<file path="config.mk">
export PLATFORM = sky130hd
export DESIGN_NAME = sram_slot_arbiter_flat
export DESIGN_NICKNAME = d
export VERILOG_FILES = /design/src/rtl/sram_slot_arbiter_pkg.sv /design/src/rtl/sram_slot_arbiter_if.sv /design/src/rtl/sram_slot_arbiter.sv /design/src/flat_wrapper.sv
export SDC_FILE = /design/constraint.sdc
export NUM_CORES = 1
export LEC_CHECK = 0
export ABC_AREA = 0
export BUFFER_PORTS_ARGS = -buffer_cell sky130_fd_sc_hd__buf_2
export CAP_MARGIN = 0
export CORE_ASPECT_RATIO = 0.7
export CORE_MARGIN = 3
export CORE_UTILIZATION = 42
export DETAILED_ROUTE_END_ITERATION = 16
export PLACE_DENSITY = 0.92
export RECOVER_POWER = 25
export SYNTH_ARGS = -nofsm -noshare
export SYNTH_HDL_FRONTEND = slang
export SYNTH_SLANG_ARGS = --single-unit
</file>
<file path="constraint.sdc">
create_clock -name i_clk -period 4 [get_ports i_clk]
set_input_delay 0.8 -clock i_clk [delete_from_list [all_inputs] [get_ports i_clk]]
set_output_delay 0.8 -clock i_clk [all_outputs]
set_load 0.02 [all_outputs]
</file>
<file path="src/rtl/sram_slot_arbiter_pkg.sv">
// Shared types and constants for the SRAM time-slot arbiter.
package sram_arb_pkg;

  typedef enum logic [2:0] {
    IDLE  = 3'd0,
    ARB   = 3'd1,
    SETUP = 3'd2,
    GRANT = 3'd3,
    GAP   = 3'd4
  } state_t;

  localparam int DEF_TIMEOUT = 32;
  localparam int REQ_DELAY   = 0;
  localparam int REQ_LOOP    = 1;

  // Width able to hold 0..n-1, never narrower than one bit.
  function automatic int idx_width(input int n);
    return (n <= 2) ? 1 : $clog2(n);
  endfunction

endpackage

</file>
<file path="src/rtl/sram_slot_arbiter_if.sv">
// Requester/SRAM bundle for the slot arbiter; the arbiter uses the slave modport.
interface sram_slot_arbiter_if #(
  parameter int NUM_REQ = 2,
  parameter int ADDR_W  = 20,
  parameter int DATA_W  = 16
) ();
  logic                        i_frame_start;
  logic [NUM_REQ-1:0]          i_req;
  logic [NUM_REQ-1:0]          i_done;
  logic [NUM_REQ*ADDR_W-1:0]   i_addr;
  logic [NUM_REQ-1:0]          i_we_n;
  logic [NUM_REQ*DATA_W-1:0]   i_wdata;
  logic [DATA_W-1:0]           i_dq_in;
  logic                        i_clr_flags;
  logic [NUM_REQ-1:0]          o_grant;
  logic [DATA_W-1:0]           o_rdata;
  logic [ADDR_W-1:0]           o_sram_addr;
  logic                        o_sram_we_n;
  logic                        o_dq_oe;
  logic [DATA_W-1:0]           o_dq_out;
  logic                        o_busy;
  logic                        o_timeout;
  logic                        o_overrun;

  modport slave (
    input  i_frame_start, i_req, i_done, i_addr, i_we_n, i_wdata, i_dq_in, i_clr_flags,
    output o_grant, o_rdata, o_sram_addr, o_sram_we_n, o_dq_oe, o_dq_out,
           o_busy, o_timeout, o_overrun
  );

  modport master (
    output i_frame_start, i_req, i_done, i_addr, i_we_n, i_wdata, i_dq_in, i_clr_flags,
    input  o_grant, o_rdata, o_sram_addr, o_sram_we_n, o_dq_oe, o_dq_out,
           o_busy, o_timeout, o_overrun
  );
endinterface

</file>
<file path="src/rtl/sram_slot_arbiter.sv">
// Per-frame round of fixed-order SRAM slots with a one-cycle turnaround gap.
// Optional SRAM_ARB_ADDR_SETUP_EN inserts an address-setup cycle before each grant.
module sram_slot_arbiter
  import sram_arb_pkg::*;
#(
  parameter int NUM_REQ = 2,
  parameter int ADDR_W  = 20,
  parameter int DATA_W  = 16,
  parameter int TIMEOUT = DEF_TIMEOUT
) (
  input  logic               i_clk,
  input  logic               i_rst,
  sram_slot_arbiter_if.slave bus
);

  localparam int IDX_W = idx_width(NUM_REQ);
  localparam int CNT_W = idx_width(TIMEOUT);
  localparam logic [IDX_W-1:0] LAST_IDX = IDX_W'(NUM_REQ - 1);
  localparam logic [CNT_W-1:0] CNT_LIM  = CNT_W'(TIMEOUT - 1);

  state_t              state_q, state_d;
  logic [IDX_W-1:0]    idx_q, idx_d;
  logic [CNT_W-1:0]    cnt_q, cnt_d;
  logic [NUM_REQ-1:0]  grant_q, grant_d;
  logic [ADDR_W-1:0]   addr_q;
  logic                timeout_q, overrun_q;
  logic                timeout_set, overrun_set;

  // Per-requester mux legs: address follows the slot index (needed in SETUP
  // before any grant), write data/enable follow the registered grant only.
  logic [NUM_REQ-1:0]              sel_oh;
  logic [NUM_REQ-1:0][ADDR_W-1:0]  addr_m;
  logic [NUM_REQ-1:0][DATA_W-1:0]  wdata_m;
  logic [NUM_REQ-1:0]              wen_m;

  genvar k;
  for (k = 0; k < NUM_REQ; k++) begin : g_mux
    assign sel_oh[k]  = (idx_q == IDX_W'(k));
    assign addr_m[k]  = sel_oh[k]  ? bus.i_addr[k*ADDR_W +: ADDR_W]  : '0;
    assign wdata_m[k] = grant_q[k] ? bus.i_wdata[k*DATA_W +: DATA_W] : '0;
    assign wen_m[k]   = grant_q[k] & ~bus.i_we_n[k];
  end

  logic [ADDR_W-1:0] sel_addr;
  logic [DATA_W-1:0] sel_wdata;
  always_comb begin
    sel_addr  = '0;
    sel_wdata = '0;
    for (int j = 0; j < NUM_REQ; j++) begin
      sel_addr  = sel_addr  | addr_m[j];
      sel_wdata = sel_wdata | wdata_m[j];
    end
  end

  logic req_sel, done_sel, wr_act, addr_live;
  assign req_sel  = |(sel_oh  & bus.i_req);
  assign done_sel = |(grant_q & bus.i_done);
  assign wr_act   = |wen_m;
`ifdef SRAM_ARB_ADDR_SETUP_EN
  assign addr_live = (|grant_q) | (state_q == SETUP);
`else
  assign addr_live = |grant_q;
`endif

  always_comb begin
    state_d     = state_q;
    idx_d       = idx_q;
    cnt_d       = cnt_q;
    grant_d     = '0;
    timeout_set = 1'b0;
    case (state_q)
      IDLE: begin
        if (bus.i_frame_start) begin
          idx_d   = '0;
          state_d = ARB;
        end
      end
      ARB: begin
        if (req_sel) begin
          cnt_d = '0;
`ifdef SRAM_ARB_ADDR_SETUP_EN
          state_d = SETUP;
`else
          state_d = GRANT;
          grant_d = sel_oh;
`endif
        end else if (idx_q == LAST_IDX) begin
          state_d = IDLE;
        end else begin
          idx_d = idx_q + 1'b1;
        end
      end
      SETUP: begin
        state_d = GRANT;
        grant_d = sel_oh;
      end
      GRANT: begin
        cnt_d = cnt_q + 1'b1;
        // A done arriving on the limit cycle is a normal finish.
        if (done_sel) begin
          state_d = GAP;
        end else if (cnt_q == CNT_LIM) begin
          state_d     = GAP;
          timeout_set = 1'b1;
        end else begin
          grant_d = grant_q;
        end
      end
      GAP: begin
        if (idx_q == LAST_IDX) begin
          state_d = IDLE;
        end else begin
          idx_d   = idx_q + 1'b1;
          state_d = ARB;
        end
      end
      default: state_d = IDLE;
    endcase
  end

  assign overrun_set = bus.i_frame_start & (state_q != IDLE);

  always_ff @(posedge i_clk or posedge i_rst) begin
    if (i_rst) begin
      state_q   <= IDLE;
      idx_q     <= '0;
      cnt_q     <= '0;
      grant_q   <= '0;
      addr_q    <= '0;
      timeout_q <= 1'b0;
      overrun_q <= 1'b0;
    end else begin
      state_q <= state_d;
      idx_q   <= idx_d;
      cnt_q   <= cnt_d;
      grant_q <= grant_d;
      if (addr_live) addr_q <= sel_addr;
      if (timeout_set)          timeout_q <= 1'b1;
      else if (bus.i_clr_flags) timeout_q <= 1'b0;
      if (overrun_set)          overrun_q <= 1'b1;
      else if (bus.i_clr_flags) overrun_q <= 1'b0;
    end
  end

  assign bus.o_grant     = grant_q;
  assign bus.o_rdata     = bus.i_dq_in;
  assign bus.o_sram_addr = addr_live ? sel_addr : addr_q;
  assign bus.o_sram_we_n = ~wr_act;
  assign bus.o_dq_oe     = wr_act;
  assign bus.o_dq_out    = sel_wdata;
  assign bus.o_busy      = (state_q != IDLE);
  assign bus.o_timeout   = timeout_q;
  assign bus.o_overrun   = overrun_q;

endmodule

</file>
<file path="src/flat_wrapper.sv">
// flat-port wrapper written by rule: the top's interface ports become plain ports
module sram_slot_arbiter_flat import sram_arb_pkg::*;
#(
  parameter int NUM_REQ = 2,
  parameter int ADDR_W  = 20,
  parameter int DATA_W  = 16,
  parameter int TIMEOUT = DEF_TIMEOUT
)
  (i_clk, i_rst, bus_i_frame_start, bus_i_req, bus_i_done, bus_i_addr, bus_i_we_n, bus_i_wdata, bus_i_dq_in, bus_i_clr_flags, bus_o_grant, bus_o_rdata, bus_o_sram_addr, bus_o_sram_we_n, bus_o_dq_oe, bus_o_dq_out, bus_o_busy, bus_o_timeout, bus_o_overrun);
  sram_slot_arbiter_if #(.NUM_REQ(NUM_REQ), .ADDR_W(ADDR_W), .DATA_W(DATA_W)) bus_i ();
  input  logic i_clk;
  input  logic i_rst;
  input wire logic [$bits(bus_i.i_frame_start)-1:0] bus_i_frame_start;
  input wire logic [$bits(bus_i.i_req)-1:0] bus_i_req;
  input wire logic [$bits(bus_i.i_done)-1:0] bus_i_done;
  input wire logic [$bits(bus_i.i_addr)-1:0] bus_i_addr;
  input wire logic [$bits(bus_i.i_we_n)-1:0] bus_i_we_n;
  input wire logic [$bits(bus_i.i_wdata)-1:0] bus_i_wdata;
  input wire logic [$bits(bus_i.i_dq_in)-1:0] bus_i_dq_in;
  input wire logic [$bits(bus_i.i_clr_flags)-1:0] bus_i_clr_flags;
  output wire logic [$bits(bus_i.o_grant)-1:0] bus_o_grant;
  output wire logic [$bits(bus_i.o_rdata)-1:0] bus_o_rdata;
  output wire logic [$bits(bus_i.o_sram_addr)-1:0] bus_o_sram_addr;
  output wire logic [$bits(bus_i.o_sram_we_n)-1:0] bus_o_sram_we_n;
  output wire logic [$bits(bus_i.o_dq_oe)-1:0] bus_o_dq_oe;
  output wire logic [$bits(bus_i.o_dq_out)-1:0] bus_o_dq_out;
  output wire logic [$bits(bus_i.o_busy)-1:0] bus_o_busy;
  output wire logic [$bits(bus_i.o_timeout)-1:0] bus_o_timeout;
  output wire logic [$bits(bus_i.o_overrun)-1:0] bus_o_overrun;
  assign bus_i.i_frame_start = bus_i_frame_start;
  assign bus_i.i_req = bus_i_req;
  assign bus_i.i_done = bus_i_done;
  assign bus_i.i_addr = bus_i_addr;
  assign bus_i.i_we_n = bus_i_we_n;
  assign bus_i.i_wdata = bus_i_wdata;
  assign bus_i.i_dq_in = bus_i_dq_in;
  assign bus_i.i_clr_flags = bus_i_clr_flags;
  assign bus_o_grant = bus_i.o_grant;
  assign bus_o_rdata = bus_i.o_rdata;
  assign bus_o_sram_addr = bus_i.o_sram_addr;
  assign bus_o_sram_we_n = bus_i.o_sram_we_n;
  assign bus_o_dq_oe = bus_i.o_dq_oe;
  assign bus_o_dq_out = bus_i.o_dq_out;
  assign bus_o_busy = bus_i.o_busy;
  assign bus_o_timeout = bus_i.o_timeout;
  assign bus_o_overrun = bus_i.o_overrun;
  sram_slot_arbiter #(.NUM_REQ(NUM_REQ), .ADDR_W(ADDR_W), .DATA_W(DATA_W), .TIMEOUT(TIMEOUT)) u_core (.i_clk(i_clk), .i_rst(i_rst), .bus(bus_i));
endmodule
</file>
======== After elaboration in Yosys (flattened, before gate mapping) ========
Cells that the tools add are included.
cells by class
  add/subtract/negate cells ............... 2
  multipliers ............................. 0
  divide/modulo/power cells ............... 0
  order comparisons ....................... 0
  equality and inequality tests ........... 10
  shift operators ......................... 0
  mux-type cells .......................... 28
  bitwise logic cells ..................... 11
  reduce and logical (&&, ||, !) cells .... 13
operator list
  kind                                           number
  2-to-1 mux 20 bit                              3
  2-to-1 mux 16 bit                              2
  OR 20 bit                                      1
  OR 16 bit                                      1
  2-to-1 mux 3 bit                               5
  case mux 3 bit (5 select lines)                1
  2-to-1 mux 1 bit                               10
  case mux 5 bit (2 select lines)                1
  OR reduction 2 bit                             4
  == test 3 x 2 -> 1 bit, second input constant  2
  2-to-1 mux 2 bit                               3
  != test 3 x 1 -> 1 bit, second input constant  2
  case mux 2 bit (3 select lines)                1
  AND reduction 3 bit                            2
  nonzero test 2 bit                             3
  nonzero test 3 bit                             2
  adder 5 x 1 -> 5 bit, second input constant    1
  == test 5 bit, second input constant           1
  2-to-1 mux 5 bit                               1
  bitwise AND 2 bit                              2
  != test 2 bit, second input constant           2
  inverter 1 bit                                 4
  bitwise AND 1 bit                              3
  == test 3 x 1 -> 1 bit, second input constant  1
  other kinds (6)                                6
storage, ports and cells
  register bits ........................... 33
  bits in latches ......................... 0
  RAM bits ................................ 0
  memory bits (read-only) ................. 0
  input port bits ......................... 98
  output and inout port bits .............. 59
  logic and storage cells ................. 71
  memories ................................ 0

======== Logic depth before layout (Yosys ltp) ========
Gate-level depths: netlist of run 1.
  depth after elaboration ................. 5
  depth in mapped cells ................... 6

======== Worst setup path before layout of run 1 ========
OpenSTA, ideal clock, no wires.
  path type ............................... flip-flop to output port
  start ................................... register u_core.grant_q[0] (netlist: u_core.bus.o_grant[0])
  end ..................................... output bus_o_sram_addr[0]
  data arrival time ....................... 1432 ps
  required time ........................... 3200 ps
  setup slack ............................. 1768 ps
  stages on the path, launching flop included .. 6
  path buffers ............................ 2
  path through ............................ dfrtp_1 > or2_1 > clkbuf_1 > buf_1 > nor2_1 > a21oi_1
on the way
  cells in the longest elaborated chain, start to end .. 2
ends and longest elaborated chain
  item                    RTL line                  text
  from (decl)             sram_slot_arbiter.sv:24   logic [NUM_REQ-1:0] grant_q, grant_d;
  from (signal assigned)  sram_slot_arbiter.sv:136  grant_q <= grant_d;
  OR reduction 2 bit      sram_slot_arbiter.sv:62   assign addr_live = |grant_q;
  2-to-1 mux 20 bit       n/a
  to (decl)               flat_wrapper.sv:23        output wire logic [$bits(bus_i.o_sram_addr)-1:0] bus_o_sram_addr;
No other way between the ends.

======== Worst setup path after layout of run 1 ========
  start ................................... register u_core.grant_q[1] (netlist: u_core.bus.o_grant[1])
  end ..................................... output bus_o_sram_addr[19]
The elaborated chain is that of the path after synthesis.

==> metrics.log, run 1 <==
[metrics] number of hold-repair buffers added at the cts stage: 0
[metrics] initial antenna violation count: 0
[metrics] netlist area before placement: 1910 um2
[metrics] number of flops mapped to enable cells by yosys: 0
[metrics] CTS Buffer Depth: 2
[metrics] Crit Path Category: flop to primary output
[metrics] quantity of I/O buffers inserted on ports: 124
[metrics] crit end category: primary output
[metrics] clock latency on the worst-skew pair: 0.27 ns
[metrics] Seq pwr share: between 20% and 30%
[metrics] H-tree depth: 2
[metrics] clk slew on worst S/H paths: 0.07 ns
[metrics] via density per instance: 5.18
[metrics] internal power: 1090 uW
[metrics] Slew Viols, Final: 34
[metrics] boundary pin count: 157
[metrics] vias after detailed routing: 1,844
[metrics] biggest fanout along the worst timing path: 40
[metrics] Sw Share: 47.7%
[metrics] peak supply drop: approximately 470 uV
[metrics] dominant register cell in the synthesized netlist: sky130_fd_sc_hd__dfrtp_1
[metrics] number of remaining DRC errors: 0
[metrics] vertical extent of the die: roughly 62 um
[metrics] worst r2r dst: u_core.cnt_q[0]
[metrics] post-synthesis register bit count: 33
[metrics] Detail Placement HPWL: 3900 um
[metrics] Worst Hold Path EP: u_core.bus.o_timeout
[metrics] clock sink count: 33
[metrics] share of power burned in combinational logic: 58.4%
[metrics] post-CTS setup buffer count: 0
[metrics] Post-Syn Instances: roughly 200
[metrics] aggregate global routing overflow: 0
[metrics] global placer's final weighted congestion: 0.827
[metrics] total of warnings raised by yosys: 0
[metrics] Required @ worst endpoint: 3.20 ns
[metrics] post-cts gate resize count: 0
[metrics] worst setup slack for register-to-register paths: ~2.2 ns
[metrics] share of the synthesized area in the top cell type: 43.3%
[metrics] fraction of layout instances using a drive strength above 1: 44.4%
[metrics] standby leakage power: ~0.0014 uW
[metrics] nets in the synthesized netlist: 301
[metrics] switching pwr: 997 uW
[metrics] first-pass GRT wire length: between 7000 and 8000 um
[metrics] Max Freq: between 0.3 and 0.4 GHz
[metrics] setup slack of the critical path after layout: around 1.2 ns
[metrics] Final ANT Viol Nets: 0
[metrics] Root Buffer: sky130_fd_sc_hd__clkbuf_8
[metrics] worst slew pin tran: between 1.5 and 2 ns
[metrics] final worst path period need: around 2.8 ns
[metrics] fraction of the yosys area taken by sequential cells: 43.3%
[metrics] largest cells by area after synthesis: sky130_fd_sc_hd__dfrtp_1 (43%), sky130_fd_sc_hd__mux2i_1 (11%), sky130_fd_sc_hd__a22o_1 (8.3%), sky130_fd_sc_hd__buf_4 (6.3%), sky130_fd_sc_hd__a21oi_1 (6.0%)
[metrics] result of the run: complete, but fails checks
[metrics] FF-to-FF Start: u_core.idx_q
[metrics] library cell with the highest instance count after synthesis: sky130_fd_sc_hd__dfrtp_1
[metrics] biggest area consumer among synthesized cells: sky130_fd_sc_hd__dfrtp_1
[metrics] Die Span X: 86.5 um
[metrics] setup TNS after final layout: 0 ns
[metrics] antenna cell count: 0
[metrics] core area: 4140 um2
[metrics] hold crit path type: flop to flop
[metrics] timing startpoint of the critical path: u_core.bus.o_grant[1]
[metrics] drt total wl: 4950 um
[metrics] area grow syn2layout: 31.8%
[metrics] number of search-and-repair iterations in the first detailed-routing pass: 5
[metrics] launch instance of the worst min-delay path: u_core.bus.o_timeout
[metrics] data arrival time of the worst path: approximately 2 ns
[metrics] TritonCTS clock tree: yes
[metrics] Mean Syn Cell Area: about 9.5 um2
[metrics] cell depth of the worst flop-to-flop path: 3
[metrics] kind of start point of the critical path: flop
[metrics] Global Route Usage Sum: 17.8%
[metrics] Die Outline Area: 5400 um2
[metrics] async set-reset flop share out of synthesis: 100%
[metrics] Hold Path Depth: 2
[metrics] post-route clock period utilization: 70.0%
[metrics] pin count of the biggest net entering global routing: 41
[metrics] failing checks: capacitance limit, slew limit
[metrics] top post-synthesis cells by count: sky130_fd_sc_hd__dfrtp_1 (33), sky130_fd_sc_hd__a21oi_1 (23), sky130_fd_sc_hd__mux2i_1 (21), sky130_fd_sc_hd__nor2_1 (21), sky130_fd_sc_hd__a22o_1 (18)
[metrics] power share of the clock group: 11.8%
[metrics] number of hold violations in the final report: 0
[metrics] power density over cell area: 831 nW/um2
[metrics] Rows: 19
[metrics] Initial DRC Count: 60
[metrics] final count of negative-setup-slack endpoints: 0
[metrics] headroom to the max-slew limit: -18.6%
[metrics] nets: around 400
[metrics] Avg WL per Cell: between 10 and 15 um
[metrics] DP Worst Slack: 1.49 ns
[metrics] max-capacitance violation count: 1
[metrics] number of global-route vias before repair: 1,739
[metrics] initial cell density of the core: 46.1%
[metrics] final setup skew: 0.00653 ns
[metrics] unrepaired setup endpoints after global routing: no
[metrics] count of distinct cell types in the synthesized netlist: 38
[metrics] Inserted Clock Buffers: 5
==> critical path: stages, from the launching register on <==
cell	delay [ns]
sky130_fd_sc_hd__dfrtp_1	0.75
sky130_fd_sc_hd__or2_1	0.18
sky130_fd_sc_hd__buf_4	0.33
sky130_fd_sc_hd__nor2_1	0.07
sky130_fd_sc_hd__a21oi_1	0.19
sky130_fd_sc_hd__buf_2	0.20
==> registers in the layout, summed over array words and instances, names as in the netlist <==
name,flops
u_core.bus.o_timeout,1
u_core.idx_q,1
u_core.addr_q,20
u_core.cnt_q,5
u_core.bus.o_overrun,1
u_core.bus.o_grant,2
u_core.state_q,3
==> metal layers <==
| metal | up-vias | wire, um | track usage, % |
|---|---|---|---|
| met4 | 0 | 21 | 3.89 |
| met2 | 93 | 2400 | 29.7 |
| met3 | 4 | 530 | 6.19 |
| li1 | 897 | - | - |
| met5 | - | 0 | 0 |
| met1 | 850 | 2000 | 22.2 |
==> logic make-up after synthesis <==
group,count (synthesis),share of synthesized area [%]
compound gates,56,20.1
simple gates,44,11.0
flops,33,43.3
fa+ha+maj,2,1.31
mux,22,11.6
xor+xnor,1,0.459
buf+inv,43,12.3
==> metrics by stage <==
step / power [uW] / area (um2) / utilization [%] / hold slack, ns / instances
detailed placement: 1860 / 2430 / 58.7 / 0.497 / 349
CTS: 2110 / 2520 / 60.8 / 0.509 / 356
global placement: 1820 / 2430 / 58.7 / 0.495 / 349
global route: 2260 / 2510 / 60.7 / 0.536 / 356
floorplan: 1520 / 1910 / - / 0.480 / 201
finish: 2090 / 2510 / 60.7 / 0.505 / 356
==> how the worst max path moves through the flow <==
| stage | to |
|---|---|
| after floorplan | bus_o_sram_addr[0] |
| final | bus_o_sram_addr[19] |
| after CTS | bus_o_sram_addr[8] |
| after global routing | bus_o_sram_addr[12] |
| after global placement | bus_o_sram_addr[9] |
| after detailed placement | bus_o_sram_addr[8] |
==> layout by cell type, fill, tap and decap left out, drive strengths merged <==
cell type / instances
nor4: 1
or3: 1
a22o: 18
a21oi: 23
clkbuf: 8
o2111a: 1
a31o: 1
nand3b: 1
ha: 2
a22oi: 1
mux2i: 21
o22ai: 2
xor2: 1
nor2b: 2
and2: 1
nand3: 5
nor3b: 1
mux2: 1
inv: 11
nor4bb: 1
nor2: 21
and3b: 1
and3: 1
nor3: 1
or2: 1
a211o: 1
o21ai: 5
buf: 127
nand2: 6
o2bb2ai: 1
dfrtp: 33
o32ai: 2
a221o: 1
==> power by group through the flow <==
stage	Sequential [uW]	Combinational [uW]	Clock, uW
2_1_floorplan	551	970	0
5_1_grt	647	1340	272
6_report	621	1220	247
3_3_place_gp	618	1200	0
4_1_cts	622	1230	256
3_5_place_dp	628	1230	0
==> area by class of cell <==
cell class,instances,area (um2)
clock buffers,7,86.3
fillers,377,1620
inverters,11,41.3
multi-input cells,125,847
flip-flops and latches,33,826
well taps,52,65.1
repair buffers,128,647
(Power assumes the default switching activity.)
==> run 2: changes to the inputs <==
--- a/config.mk
+++ b/config.mk
@@ -10,9 +10,9 @@
 export CAP_MARGIN = 0
 export CORE_ASPECT_RATIO = 0.7
 export CORE_MARGIN = 3
-export CORE_UTILIZATION = 42
+export CORE_UTILIZATION = 35
 export DETAILED_ROUTE_END_ITERATION = 16
-export PLACE_DENSITY = 0.92
+export PLACE_DENSITY = 0.83
 export RECOVER_POWER = 25
 export SYNTH_ARGS = -nofsm -noshare
 export SYNTH_HDL_FRONTEND = slang
==> constraint.sdc (replaced) <==
create_clock -name i_clk -period 2.4 [get_ports i_clk]
set_input_delay 0.48 -clock i_clk [delete_from_list [all_inputs] [get_ports i_clk]]
set_output_delay 0.48 -clock i_clk [all_outputs]
set_load 0.02 [all_outputs]
==> run 2 against run 1 <==
Net effect:
- the run still ends with capacitance limit, slew limit left
- first-iteration DRC count increased by 18%
- sequential share of layout area decreased by 1.1 points
- die area increased by 18%
- register-to-register slack got worse by 1.5 ns
- global-route usage decreased by 2.8 points
- wire length decreased by 2.1%
- clock power increased by 150%
- via count decreased by 1.1%
- core utilization decreased by 8.9 points
- critical path type unchanged
==> metrics.log, run 2 (synthesized netlist as in run 1, its figures left out) <==
[metrics] pin count of the biggest net entering global routing: 41 (unchanged)
[metrics] Slew Viols, Final: 34 (unchanged)
[metrics] Buf/Inv on CP: 2 (unchanged)
[metrics] met2 capacity usage during global routing: 25.4% (was 29.7%)
[metrics] Final ANT Viol Nets: 0 (unchanged)
[metrics] post-placement cell area: 2470 um2 (was 2430 um2)
[metrics] standby leakage power: 0.00145 uW (was 0.00142 uW)
[metrics] hold crit path type: input pin to flop (was flop to flop)
[metrics] number of hold violations in the final report: 0 (unchanged)
[metrics] headroom to the max-slew limit: -15.3% (was -18.6%)
[metrics] unrepaired setup endpoints after global routing: no (unchanged)
[metrics] GR peak layer: met2 (unchanged)
[metrics] highest-count cells in the layout ignoring fill and taps: sky130_fd_sc_hd__buf_2 (124), sky130_fd_sc_hd__dfrtp_1 (33), sky130_fd_sc_hd__a21oi_1 (23) (unchanged)
[metrics] register containing the most flip-flops in the final layout: u_core.addr_q (unchanged)
[metrics] Required @ worst endpoint: 1.92 ns (was 3.20 ns)
[metrics] vias after detailed routing: 1,824 (was 1,844)
[metrics] final cell area excluding filler cells: 2600 um2 (was 2510 um2)
[metrics] post-CTS setup buffer count: 0 (unchanged)
[metrics] met3 track demand over resource: 4.68% (was 6.19%)
[metrics] Inserted Clock Buffers: 5 (unchanged)
[metrics] final count of negative-setup-slack endpoints: 0 (unchanged)
[metrics] clock sink count: 33 (unchanged)
[metrics] clk slew on worst S/H paths: 0.07 ns (about the same)
[metrics] Avg WL per Cell: 12.9 um (was 13.9 um)
[metrics] cell type of the slowest stage on the worst timing path: sky130_fd_sc_hd__dfrtp_1 (unchanged)
[metrics] core area: 5020 um2 (was 4140 um2)
[metrics] failing checks: capacitance limit, slew limit (unchanged)
[metrics] power density over cell area: 1430 nW/um2 (was 831 nW/um2)
[metrics] Rows: 21 (was 19)
[metrics] result of the run: complete, but fails checks (unchanged)
[metrics] fraction of layout instances using a drive strength above 1: 45.1% (was 44.4%)
[metrics] TritonCTS clock tree: yes (unchanged)
[metrics] Die Span X: 94.2 um (was 86.5 um)
[metrics] Root Buffer: sky130_fd_sc_hd__clkbuf_8 (unchanged)
[metrics] worst slew pin tran: 1.73 ns (was 1.78 ns)
[metrics] filler cell count in the final layout: 490 (was 377)
[metrics] setup TNS after final layout: 0 ns (unchanged)
[metrics] GR Layer Usage met1: 18.7% (was 22.2%)
[metrics] quantity of I/O buffers inserted on ports: 124 (unchanged)
[metrics] cell depth of the worst flop-to-flop path: 5 (was 3)
[metrics] crit end category: primary output (unchanged)
[metrics] drt total wl: 4850 um (was 4950 um)
[metrics] Die Outline Area: 6380 um2 (was 5400 um2)
[metrics] CTS Buffer Depth: 2 (unchanged)
[metrics] Detail Placement HPWL: 3800 um (was 3900 um)
[metrics] area used by multi-input combinational logic: 847 um2 (unchanged)
[metrics] peak supply drop: 675 uV (was 467 uV)
[metrics] post-cts gate resize count: 0 (unchanged)
[metrics] max FFs per register: 20 (unchanged)
[metrics] clock latency on the worst-skew pair: 0.28 ns (was 0.27 ns)
[metrics] Crit Path Category: flop to primary output (unchanged)
[metrics] delay of the slowest cell on the worst path: 0.55 ns (was 0.75 ns)
[metrics] nets: 405 (was 404)
[metrics] leading cell type in the layout, fill and taps excluded: sky130_fd_sc_hd__buf_2 (unchanged)
[metrics] post-route clock period utilization: a little under nine tenths
[metrics] Register Area: 826 um2 (unchanged)
[metrics] initial cell density of the core: 38.0% (was 46.1%)
[metrics] Max Freq: 0.488 GHz
[metrics] aggregate global routing overflow: 0 (unchanged)
[metrics] area grow syn2layout: 36.4% (was 31.8%)
[metrics] max-capacitance violation count: 1 (unchanged)
[metrics] antenna cell count: 0 (unchanged)
[metrics] number of global-route vias before repair: 1,721 (was 1,739)
[metrics] via density per instance: 4.86 (was 5.18)
[metrics] largest registers: u_core.addr_q x20, u_core.cnt_q x5, u_core.state_q x3 (unchanged)
[metrics] initial antenna violation count: 0 (unchanged)
[metrics] final setup skew: 0.00193 ns (was 0.00653 ns)
[metrics] final worst path period need: ~2.0 ns
[metrics] number of hold-repair buffers added at the cts stage: 0 (unchanged)
[metrics] biggest fanout along the worst timing path: 21 (was 40)
[metrics] first-pass GRT wire length: 7640 um (was 7800 um)
[metrics] global placer's final weighted congestion: 0.802 (was 0.827)
[metrics] cell depth of the worst setup path: 4 (was 5)
[metrics] Hold Path Depth: 2 (unchanged)
[metrics] number of remaining DRC errors: 0 (unchanged)
[metrics] data arrival time of the worst path: 1.57 ns (was 2.00 ns)
[metrics] number of search-and-repair iterations in the first detailed-routing pass: 4 (was 5)
[metrics] kind of start point of the critical path: flop (unchanged)
[metrics] H-tree depth: 2 (unchanged)
[metrics] boundary pin count: 157 (unchanged)
[metrics] Global Route Usage Sum: 15.0% (was 17.8%)
[metrics] Initial DRC Count: 71 (was 60)
[metrics] Total Power: 3710 uW (was 2090 uW)
[metrics] Cell Chain, Critical Path: buf_12 > mux2i_1 > a21oi_1 > buf_2 (was or2_1 > buf_4 > nor2_1 > a21oi_1 > buf_2)
[metrics] family with the most delay on the worst path: flip-flops (unchanged)
[metrics] vertical extent of the die: 67.8 um (was 62.4 um)
run 2: cell types whose count changed in the layout (fill, tap and decap cells not counted):
| cell | previous run | this run |
|---|---|---|
| sky130_fd_sc_hd__buf_12 | 0 | 1 |
| sky130_fd_sc_hd__clkinv_2 | 0 | 1 |
| sky130_fd_sc_hd__clkbuf_8 | 6 | 5 |
| sky130_fd_sc_hd__bufinv_16 | 0 | 2 |
| sky130_fd_sc_hd__clkbuf_1 | 2 | 1 |
run 2: path summary, 6_finish.rpt:
| check | start | to | slack (ns) |
|---|---|---|---|
| min in group asynchronous | i_rst | u_core.addr_q[9] | 0.81 |
| max in group asynchronous | i_rst | u_core.addr_q[6] | 0.60 |
| setup reg to reg | u_core.cnt_q[0] | u_core.bus.o_grant[1] | 0.69 |
| setup / recovery | u_core.idx_q | bus_o_sram_addr[14] | 0.35 |
| hold reg to reg | u_core.bus.o_timeout | u_core.bus.o_timeout | 0.51 |
| hold / removal | bus_i_clr_flags | u_core.bus.o_overrun | 0.38 |
run 2: cell type report:
cell class | count | share of cell area, %
clock buffer | 5 | 2.65
clock inverter | 3 | 2.50
inverter | 11 | 1.59
multi-input combinational | 125 | 32.6
sequential | 33 | 31.7
tap | 69 | 3.32
timing repair buffer | 129 | 25.6
run 2: per-stage QoR:
step,hold WS (ns),util [%],std cells,setup slack [ns]
after floorplan,0.480,-,201,0.488
after global placement,0.494,49.2,367,0.689
after detailed placement,0.498,49.2,367,0.660
after CTS,0.289,51.9,375,0.328
after global routing,0.372,51.8,375,0.159
final,0.383,51.8,375,0.351
run 2: where the power goes:
group          switching [uW]  total (uW)  internal, uW  leakage [uW]
sequential                160         967           807      0.000383
clock                     205         617           412     0.0000681
combinational            1310        2130           813       0.00100
run 2: per-layer routing:
layer	vias to the layer above	share of wire [%]
met3	9	9.8
met4	0	1.2
met5	-	0
li1	901	-
met2	79	46
met1	835	43
==> run 3: changes to the inputs <==
--- a/config.mk
+++ b/config.mk
@@ -12,8 +12,10 @@
 export CORE_MARGIN = 3
 export CORE_UTILIZATION = 35
 export DETAILED_ROUTE_END_ITERATION = 16
-export PLACE_DENSITY = 0.83
+export PLACE_DENSITY = 0.77
 export RECOVER_POWER = 25
+export SKIP_LAST_GASP = 1
+export SLEW_MARGIN = 20
 export SYNTH_ARGS = -nofsm -noshare
 export SYNTH_HDL_FRONTEND = slang
 export SYNTH_SLANG_ARGS = --single-unit
==> run 3 against run 2 <==
Net effect:
- the run now ends clean
- non-clock buffer count increased by 1
- first-iteration DRC count down 52%
- sequential power is 2% lower
- via count is 0.11% lower
- global-route usage decreased by 0.068 points
- clock power fell by 34%
- cell count is the same
- power is 5.7% lower
- wire length rose by 1.1%
- flip-flop and latch count did not move
- critical path depth is the same
- die area unchanged
- critical path type unchanged
- largest cell class unchanged
==> metrics.log, run 3 (synthesized netlist as in run 1, its figures left out) <==
[metrics] result of the run: finished, final reports clean (was complete, but fails checks)
[metrics] final setup skew: 0.00392 ns (was 0.00193 ns)
[metrics] pin count of the biggest net entering global routing: 41 (unchanged)
[metrics] worst slew pin tran: 0.850 ns (was 1.73 ns)
[metrics] H-tree depth: 2 (unchanged)
[metrics] CTS Buffer Depth: 2 (unchanged)
[metrics] number of remaining DRC errors: 0 (unchanged)
[metrics] FF-to-FF Start: u_core.cnt_q[0] (unchanged)
[metrics] via density per instance: 4.86 (about the same)
[metrics] biggest fanout along the worst timing path: 40 (was 21)
[metrics] first-pass GRT wire length: 7510 um (was 7640 um)
[metrics] final count of negative-setup-slack endpoints: 0 (unchanged)
[metrics] max FFs per register: 20 (unchanged)
[metrics] clk slew on worst S/H paths: 0.06 ns (was 0.07 ns)
[metrics] Final ANT Viol Nets: 0 (unchanged)
[metrics] post-placement cell area: 2470 um2 (about the same)
[metrics] final cell area excluding filler cells: 2550 um2 (was 2600 um2)
[metrics] Required @ worst endpoint: 1.92 ns (about the same)
[metrics] crit end category: primary output (unchanged)
[metrics] nets: 406 (was 405)
[metrics] clock sink count: 33 (unchanged)
[metrics] initial cell density of the core: 38.0% (unchanged)
[metrics] number of global-route vias before repair: 1,653 (was 1,721)
[metrics] post-route clock period utilization: 83.7% (was 85.4%)
[metrics] Initial DRC Count: 34 (was 71)
[metrics] Avg WL per Cell: 13.1 um (was 12.9 um)
[metrics] launch instance of the worst min-delay path: bus_i_clr_flags (unchanged)
[metrics] number of search-and-repair iterations in the first detailed-routing pass: 4 (unchanged)
[metrics] timing startpoint of the critical path: u_core.bus.o_grant[0] (was u_core.idx_q)
[metrics] highest-count cells in the layout ignoring fill and taps: sky130_fd_sc_hd__buf_2 (124), sky130_fd_sc_hd__dfrtp_1 (33), sky130_fd_sc_hd__a21oi_1 (23) (unchanged)
[metrics] register containing the most flip-flops in the final layout: u_core.addr_q (unchanged)
[metrics] max-capacitance violation count: 0 (was 1)
[metrics] post-CTS setup buffer count: 0 (unchanged)
[metrics] Total Power: 3500 uW (was 3710 uW)
[metrics] Global Route Usage Sum: 15.0% (about the same)
[metrics] filler cell count in the final layout: 500 (was 490)
[metrics] DP Worst Slack: 0.661 ns (was 0.660 ns)
[metrics] Slew Viols, Final: 0 (was 34)
[metrics] unrepaired setup endpoints after global routing: no (unchanged)
[metrics] headroom to the max-slew limit: 43.4% (was -15.3%)
[metrics] vertical extent of the die: 67.8 um (unchanged)
[metrics] power density over cell area: 1370 nW/um2 (was 1430 nW/um2)
[metrics] vias after detailed routing: 1,822 (was 1,824)
[metrics] Root Buffer: sky130_fd_sc_hd__clkbuf_8 (unchanged)
[metrics] Die Span X: 94.2 um (unchanged)
[metrics] post-cts gate resize count: 0 (unchanged)
[metrics] boundary pin count: 157 (unchanged)
[metrics] hold crit path type: input pin to flop (unchanged)
[metrics] quantity of I/O buffers inserted on ports: 124 (unchanged)
[metrics] antenna cell count: 0 (unchanged)
[metrics] peak supply drop: 609 uV (was 675 uV)
[metrics] area grow syn2layout: 33.7% (was 36.4%)
[metrics] drt total wl: 4900 um (was 4850 um)
[metrics] non-filler instance count after layout: 375 (unchanged)
[metrics] Crit Path Category: flop to primary output (unchanged)
[metrics] number of instances in the placed design: 368 (was 367)
[metrics] clock latency on the worst-skew pair: 0.27 ns (was 0.28 ns)
[metrics] fraction of layout instances using a drive strength above 1: 45.1% (unchanged)
[metrics] global placer's final weighted congestion: 0.801 (was 0.802)
[metrics] setup TNS after final layout: 0 ns (unchanged)
[metrics] core area: 5020 um2 (unchanged)
[metrics] Detail Placement HPWL: 3760 um (was 3800 um)
[metrics] number of hold violations in the final report: 0 (unchanged)
[metrics] Inserted Clock Buffers: 5 (unchanged)
[metrics] final worst path period need: 2.01 ns (was 2.05 ns)
[metrics] aggregate global routing overflow: 0 (unchanged)
[metrics] leading cell type in the layout, fill and taps excluded: sky130_fd_sc_hd__buf_2 (unchanged)
[metrics] initial antenna violation count: 0 (unchanged)
[metrics] standby leakage power: 0.00143 uW (was 0.00145 uW)
[metrics] setup slack of the critical path after layout: 0.391 ns (was 0.351 ns)
[metrics] data arrival time of the worst path: 1.53 ns (was 1.57 ns)
[metrics] largest registers: u_core.addr_q x20, u_core.cnt_q x5, u_core.state_q x3 (unchanged)
[metrics] Die Outline Area: 6380 um2 (unchanged)
[metrics] number of hold-repair buffers added at the cts stage: 0 (unchanged)
[metrics] Rows: 21 (unchanged)
[metrics] TritonCTS clock tree: yes (unchanged)
[metrics] kind of start point of the critical path: flop (unchanged)
[metrics] Max Freq: 0.498 GHz (was 0.488 GHz)
-- run 3: final cells by class --
class	count	area [um2]	area share, %
Multi-Input combinational cell	125	847	33.2
Sequential cell	33	826	32.4
Timing Repair Buffer	130	663	26.0
Clock buffer	7	86.3	3.39
Tap cell	69	86.3	3.39
Inverter	11	41.3	1.62
-- run 3: stage by stage --
step,util [%],hold slack (ns)
6_report,50.8,0.397
5_1_grt,50.8,0.391
4_1_cts,50.9,0.299
3_5_place_dp,49.1,0.504
3_3_place_gp,49.1,0.495
2_1_floorplan,-,0.480
-- run 3: critical path, stage by stage (launching register included) --
cell                      delay, ns
sky130_fd_sc_hd__dfrtp_1       0.37
sky130_fd_sc_hd__or2_1         0.22
sky130_fd_sc_hd__buf_4         0.25
sky130_fd_sc_hd__a21oi_1       0.22
sky130_fd_sc_hd__buf_2         0.20
-- run 3: layer usage --
| layer | vias to the layer above | part of all wire (%) | routed length, um | GRT usage, % |
|---|---|---|---|---|
| li1 | 899 | - | - | - |
| met1 | 852 | 45 | 2230 | 19.6 |
| met2 | 69 | 46 | 2260 | 24.5 |
| met3 | 2 | 8.2 | 400 | 5.01 |
| met4 | 0 | 0.27 | 13 | 2.70 |
| met5 | - | 0 | 0 | 0 |
-- run 3: worst paths after layout --
path	to	slack, ns	cells past startpoint
worst max-delay path	bus_o_sram_addr[9]	0.39	4
worst min-delay path	u_core.bus.o_overrun	0.40	2
worst max register to register	u_core.bus.o_grant[1]	0.69	5
worst min register to register	u_core.cnt_q[4]	0.51	1
max in group asynchronous	u_core.addr_q[14]	1.42	3
min in group asynchronous	u_core.cnt_q[1]	0.45	3
-- run 3: power breakdown --
group | switching [uW] | internal, uW | leakage (uW)
Combinational | 1340 | 804 | 0.00100
Sequential | 140 | 807 | 0.000383
Clock | 179 | 227 | 0.0000443
Total | 1660 | 1840 | 0.00143
